==> config.mk <==
export PLATFORM = sky130hd
export DESIGN_NAME = interval_timer
export DESIGN_NICKNAME = d
export VERILOG_FILES = /design/src/rtl/interval_timer.sv
export SDC_FILE = /design/constraint.sdc
export NUM_CORES = 1
export LEC_CHECK = 0
export ABC_AREA = 1
export CAP_MARGIN = 20
export CORE_MARGIN = 2
export CORE_UTILIZATION = 48
export CTS_CLUSTER_DIAMETER = 100
export DETAILED_ROUTE_END_ITERATION = 7
export GPL_ROUTABILITY_DRIVEN = 0
export PLACE_DENSITY_LB_ADDON = 0.25
export SLEW_MARGIN = 5
export SYNTH_ARGS = -nofsm -noshare
export SYNTH_HDL_FRONTEND = slang
export SYNTH_SLANG_ARGS = --single-unit
==> constraint.sdc <==
create_clock -name clk -period 2 [get_ports clk]
set_clock_uncertainty 0.15 [all_clocks]
set_input_delay 0.3 -clock clk [delete_from_list [all_inputs] [get_ports clk]]
set_output_delay 0.3 -clock clk [all_outputs]
set_load 0.02 [all_outputs]
==> src/rtl/interval_timer.sv <==
// Programmable interval timer: CTRL/PRESET/COUNT register window, one-shot or
// auto-reload down-counter, level interrupt gated by IM.
module interval_timer (
  input  logic        clk,
  input  logic        reset,
  input  logic [1:0]  addr,
  input  logic        we,
  input  logic [31:0] din,
  output logic [31:0] dout,
  output logic        irq
);

  localparam logic [1:0] IDLE = 2'd0;
  localparam logic [1:0] LOAD = 2'd1;
  localparam logic [1:0] CNT  = 2'd2;
  localparam logic [1:0] INT  = 2'd3;

  localparam logic [1:0] ADDR_CTRL   = 2'd0;
  localparam logic [1:0] ADDR_PRESET = 2'd1;
  localparam logic [1:0] ADDR_COUNT  = 2'd2;

  localparam logic [1:0] MODE_RELOAD = 2'b01;

  logic [1:0]  state_r;
  logic [1:0]  state_next_s;
  logic        im_r;
  logic        im_next_s;
  logic [1:0]  mode_r;
  logic [1:0]  mode_next_s;
  logic        en_r;
  logic        en_next_s;
  logic [31:0] preset_r;
  logic [31:0] preset_next_s;
  logic [31:0] count_r;
  logic [31:0] count_next_s;
  logic        pending_r;
  logic        pending_next_s;

  logic        ctrl_wr_s;
  logic        preset_wr_s;
  logic        reload_mode_s;
  logic        cnt_en_s;
  logic        expire_s;

  assign ctrl_wr_s     = we && (addr == ADDR_CTRL);
  assign preset_wr_s   = we && (addr == ADDR_PRESET);
  assign reload_mode_s = (mode_r == MODE_RELOAD);
  // A CTRL write landing during CNT takes effect at the same edge, so a
  // disable written on the final count beats the transition into INT.
  assign cnt_en_s      = ctrl_wr_s ? din[0] : en_r;
  assign expire_s      = (state_r == CNT) && cnt_en_s && (count_r <= 32'd1);

  // Next state and next COUNT; COUNT <= 1 saturates to 0 so PRESET=0 acts as 1.
  always_comb begin
    state_next_s = state_r;
    count_next_s = count_r;
    case (state_r)
      IDLE: begin
        if (en_r) begin
          state_next_s = LOAD;
        end else begin
          state_next_s = IDLE;
        end
      end
      LOAD: begin
        count_next_s = preset_r;
        state_next_s = CNT;
      end
      CNT: begin
        if (!cnt_en_s) begin
          state_next_s = IDLE;
        end else if (count_r > 32'd1) begin
          count_next_s = count_r - 32'd1;
          state_next_s = CNT;
        end else begin
          count_next_s = 32'd0;
          state_next_s = INT;
        end
      end
      INT: begin
        if (reload_mode_s) begin
          state_next_s = LOAD;
        end else begin
          state_next_s = IDLE;
        end
      end
      default: begin
        state_next_s = IDLE;
        count_next_s = 32'd0;
      end
    endcase
  end

  // CTRL fields: software writes win over the one-shot Enable clear in INT.
  always_comb begin
    im_next_s   = im_r;
    mode_next_s = mode_r;
    en_next_s   = en_r;
    if (ctrl_wr_s) begin
      im_next_s   = din[3];
      mode_next_s = din[2:1];
      en_next_s   = din[0];
    end else if ((state_r == INT) && !reload_mode_s) begin
      en_next_s   = 1'b0;
    end else begin
      en_next_s   = en_r;
    end
  end

  // PRESET is plain read/write storage; it only reaches COUNT through LOAD.
  always_comb begin
    preset_next_s = preset_r;
    if (preset_wr_s) begin
      preset_next_s = din;
    end else begin
      preset_next_s = preset_r;
    end
  end

  // Pending: any CTRL/PRESET write acknowledges; auto-reload drops it after one cycle.
  always_comb begin
    pending_next_s = pending_r;
    if (ctrl_wr_s || preset_wr_s) begin
      pending_next_s = 1'b0;
    end else if (expire_s) begin
      pending_next_s = 1'b1;
    end else if ((state_r == INT) && reload_mode_s) begin
      pending_next_s = 1'b0;
    end else begin
      pending_next_s = pending_r;
    end
  end

  // State and register file update; reset overrides writes and FSM activity.
  always_ff @(posedge clk) begin
    if (reset) begin
      state_r   <= IDLE;
      im_r      <= 1'b0;
      mode_r    <= 2'b00;
      en_r      <= 1'b0;
      preset_r  <= 32'd0;
      count_r   <= 32'd0;
      pending_r <= 1'b0;
    end else begin
      state_r   <= state_next_s;
      im_r      <= im_next_s;
      mode_r    <= mode_next_s;
      en_r      <= en_next_s;
      preset_r  <= preset_next_s;
      count_r   <= count_next_s;
      pending_r <= pending_next_s;
    end
  end

  // Combinational read mux; reserved word and CTRL upper bits read as zero.
  always_comb begin
    dout = 32'd0;
    case (addr)
      ADDR_CTRL:   dout = {28'd0, im_r, mode_r, en_r};
      ADDR_PRESET: dout = preset_r;
      ADDR_COUNT:  dout = count_r;
      default:     dout = 32'd0;
    endcase
  end

  assign irq = pending_r & im_r;

endmodule

## Word level (Yosys, flattened, before mapping)

Cells that the tools add are included.

- Muxes and demuxes: 14
- Bitwise gates (word level): 1
- $add $sub $neg: 1
- Magnitude comparators: 2
- Equality and inequality tests: 7
- Reductions and logical operators: 15

Operator list:

| cell | number |
|---|---|
| one-hot mux 32 bit (3 select lines) | 1 |
| 2-to-1 mux 32 bit | 2 |
| one-hot mux 32 bit (2 select lines) | 1 |
| > comparator 32 x 1 -> 1 bit, second input constant | 1 |
| less-or-equal comparator 32 x 1 -> 1 bit, second input constant | 1 |
| subtractor 32 x 1 -> 32 bit, second input constant | 1 |
| 2-to-1 mux 1 bit | 8 |
| one-hot mux 2 bit (4 select lines) | 1 |
| == test 2 x 1 -> 1 bit, second input constant | 3 |
| == test 2 bit, second input constant | 3 |
| logical AND 1 bit | 6 |
| nonzero test 2 bit | 3 |
| logical NOT 2 bit | 2 |
| 2-to-1 mux 2 bit | 1 |
| inequality test 2 bit, second input constant | 1 |
| AND reduction 2 bit | 1 |
| OR reduction 2 bit | 1 |
| bitwise AND 1 bit | 1 |
| logical NOT 1 bit | 1 |
| logical OR 1 bit | 1 |

- Flip-flop bits (word level): 71
- Input port bits: 37

## Longest topological paths before layout

- Depth after elaboration: 6
- Gate-level depth with buffers: 10
- Depth with buffers taken out: 10

## Worst setup path before layout

No wires, ideal clock.

- Path kind: input-to-output
- Start point: input port addr[0]
- End point: output port dout[2]
- Cell stages on the path: 5
- Arrival time: 1.259 ns
- Buffers on the path: 1
- Slack: 0.291 ns
- Cells stage by stage: inv_2 nor2_1 inv_1 clkbuf_1 o221ai_1

- Cells in the longest elaborated chain, start to end: 2

RTL lines:

| what | RTL line | text |
|---|---|---|
| start, declared | 6 | `input logic [1:0] addr,` |
| == test 2 bit, or another cell as far along | 158 | `case (addr)` |
| one-hot mux 32 bit (3 select lines) (*) | 158 |  |
| end, declared | 9 | `output logic [31:0] dout,` |

Every way passes the cells marked *; elsewhere a longest branch is shown, timed or not.

## Final worst setup path

- Start point: register count_r[1]
- End point: register count_r[18]

- Cells in the longest elaborated chain, start to end: 4

RTL lines:

| what | RTL line | text |
|---|---|---|
| start, declared | 34 | `logic [31:0] count_r;` |
| start signal, assigned | 150 | `count_r <= count_next_s;` |
| subtractor 32 x 1 -> 32 bit or > comparator 32 x 1 -> 1 bit (tied branches) | 73, 72 |  |
| 2-to-1 mux 32 bit (*) | 72 | `end else if (count_r > 32'd1) begin` |
| 2-to-1 mux 32 bit (*) | 70 | `if (!cnt_en_s) begin` |
| one-hot mux 32 bit (2 select lines) (*) | 57 | `case (state_r)` |

Every way passes the cells marked *; elsewhere a longest branch is shown, timed or not. The select of a mux whose other input is x is not followed.
A chain may end at the register's enable or synchronous reset.

==> reports/qor.txt <==
pwr dens = 860 mW/mm²
ranking of synthesized cells by area = dfxtp_1, o21ai_0, a21oi_1
Congestion Overflow GR = 0
CTS root buffer = clkbuf_8
vias after detailed routing = 4695
number of remaining DRC errors = 0
chip width = 96.3 µm
highest-delay cell along the critical path = dfxtp_1
syn_nets = 679
register area = 0.00142 mm²
Ys Warns = 0
Antenna Nets Post-Route = 0
vias in the first global route = 4254
layout cell share with drive strength beyond 1 = 15.0%
Mapped Avg Cell Area = 6.39 µm²
Tmin final = 1.90 ns
cell count after synthesis = 640
TritonCTS clock tree = yes
Cell Chain, Critical Path = inv_1 > ha_1 > nand2_2 > nor2_2 > nand2_1 > nor2_2 > nand2_1 > nand3_1 > a21oi_1
Reg power frac = 35.8%
CTS sink count = 71
crit path launch type = flip-flop
sequential-to-total area share from yosys stat = 34.8%
Cell Area, Synth = 0.00409 mm²
Core Region = 0.00822 mm²
DRT iter0 DRCs = 322
ant diodes = 0
Clock power frac = 28.3%
critical path's largest stage delay = 0.33 ns
Die H = 96.3 µm
Nets = 760
H-tree depth = 3
first-pass GRT wire length = 19500 µm
post-synthesis cell type with the largest combined area = dfxtp_1
#FFs+latches synth = 71
endpoints failing setup = 0
Hold WC Path Type = reg -> reg
Yosys cell types = 28
Num CTS Buffers = 9
combinational cell fraction of total power = 35.9%
Clk Latency, worst-skew pair = 0.35 ns
NetSw = 0.00174 W
Hold Buf Count CTS = 0
most frequent cells in the layout = nand2_1, inv_1, o21ai_0, dfxtp_1, a21oi_1
GRT Total Usage = 26.6%
routed len/inst = 14.9 µm
Post-Route Utilization = 64.0%
I/O Buffers = 69
full die area = 0.00927 mm²
Slew @ Worst Pin = 0.416 ns
FILL cells = 757
clock-pin transition on the worst setup and hold timing paths = 0.08 ns
IO Pins = 70
leakage power = 2.26 nW
multi-input logic area = 0.00220 mm²
drt first pass iters = 6
Critical Path RT = 2.09 ns
Max FO, Critical Path = 5
Cells on Worst Hold Path = 2
most common cell after layout, fill and taps aside = nand2_1
Fin. Hold Viols = 0
maximum VDD drop = 0.000443 V
Arrival @ worst endpoint = 1.98 ns
initial core utilization = 49.8%
period utilisation layout = 94.9%
CP Capture Type = flip-flop
Detailed Place HPWL = 8570 µm
Hold WS = 0.317 ns
Slew HR = 72.2%
type of the worst setup path = reg -> reg
layout overhead on the synthesized area = 28.5%
Avg Vias per Cell = 5.65
largest net degree at the start of global routing = 69
FP Rows = 33
sum of routed wire length over all layers = 12400 µm
top cell type's share of synthesized area = 34.8%
status = completed
Max Root-Sink Buffers = 2
Switching Fraction = 38.4%
internal power = 0.00279 W
cell count of the worst reg-to-reg path = 9
Max Cap Viol = 0
max frequency = 527 MHz
antenna violations before repair = 0
max-slew violation count = 0
metrics by stage:
step	std cells	TNS [ns]	power (W)	setup slack [ns]	cell area, µm²
floorplan	640	0	0.00266	0.291	4090
global placement	809	-22.16	0.00314	-0.446	5050
detailed placement	809	-24.62	0.00318	-0.483	5050
CTS	825	-0.00617	0.00443	-0.00617	5120
global route	831	-0.00336	0.00477	-0.00336	5260
finish	831	0	0.00452	0.102	5260
layout make-up:
type | instances | share of cell area, %
Multi-Input combinational cell | 445 | 41.9
Sequential cell | 71 | 27.0
Timing Repair Buffer | 101 | 17.7
Inverter | 93 | 6.64
Tap cell | 105 | 2.50
Clock buffer | 9 | 2.36
Clock inverter | 7 | 1.83
state kept, by name, indices dropped and copies added, names as in the netlist:
| signal | count |
|---|---|
| count_r | 32 |
| pending_r | 1 |
| mode_r | 2 |
| im_r | 1 |
| en_r | 1 |
| state_r | 2 |
| preset_r | 32 |
path summary, 6_finish.rpt:
kind,startpoint,slack (ns),end
max reg2reg,count_r[1],0.10,count_r[18]
min,preset_r[6],0.32,preset_r[6]
min reg2reg,preset_r[6],0.32,preset_r[6]
max,count_r[1],0.10,count_r[18]
power by group through the flow:
stage	clock network, W	registers, W	logic (W)
after detailed placement	0	0.00165	0.00153
after CTS	0.00129	0.00161	0.00152
after floorplan	0	0.00162	0.00104
final	0.00128	0.00162	0.00162
after global routing	0.00134	0.00163	0.00180
after global placement	0	0.00164	0.00150
kinds of logic (layout without fill, tap and decap cells):
group | Yosys count | after routing | share of synthesized area [%]
buf+inv | 124 | 210 | 12.3
simple gates | 223 | 223 | 23.7
flops | 71 | 71 | 34.8
xor+xnor | 3 | 3 | 0.643
fa+ha+maj | 2 | 2 | 0.612
compound gates | 217 | 217 | 27.9
worst max-delay path, delay by kind of cell, from the launching register on:
kind	cells	cell delay, ns
simple gates	6	0.88
flops	1	0.33
fa+ha+maj	1	0.24
buf+inv	1	0.11
compound gates	1	0.08
layer usage:
| layer | global-route usage, % | part of all wire, % | wire length, µm | vias up |
|---|---|---|---|---|
| met3 | 4.39 | 6.3 | 785 | 48 |
| met4 | 10.1 | 3.7 | 455 | 0 |
| met2 | 47.5 | 49 | 6060 | 185 |
| met5 | 0 | 0 | 0 | - |
| li1 | - | - | - | 2298 |
| met1 | 31.9 | 41 | 5090 | 2164 |
cells in the mapped netlist (all sizes together):
library cell / number
nor3: 3
nor4: 1
o221ai: 4
ha: 2
clkbuf: 21
o21ai: 114
nor2: 77
dfxtp: 71
nand2: 100
xor2: 3
nand4: 2
and3: 1
a211oi: 1
nand3: 39
inv: 93
a21oi: 70
o22ai: 28
buf: 10
timing repair:
| action | in CTS | in global routing |
|---|---|---|
| gates resized for setup | 135 | 10 |
| cloned | 0 | 4 |
| buffers inserted | 0 | 2 |
| endpoints found under the setup margin | 32 | 56 |
| pin swaps | 0 | 2 |
Note: power is estimated with default switching activity, not from simulation.
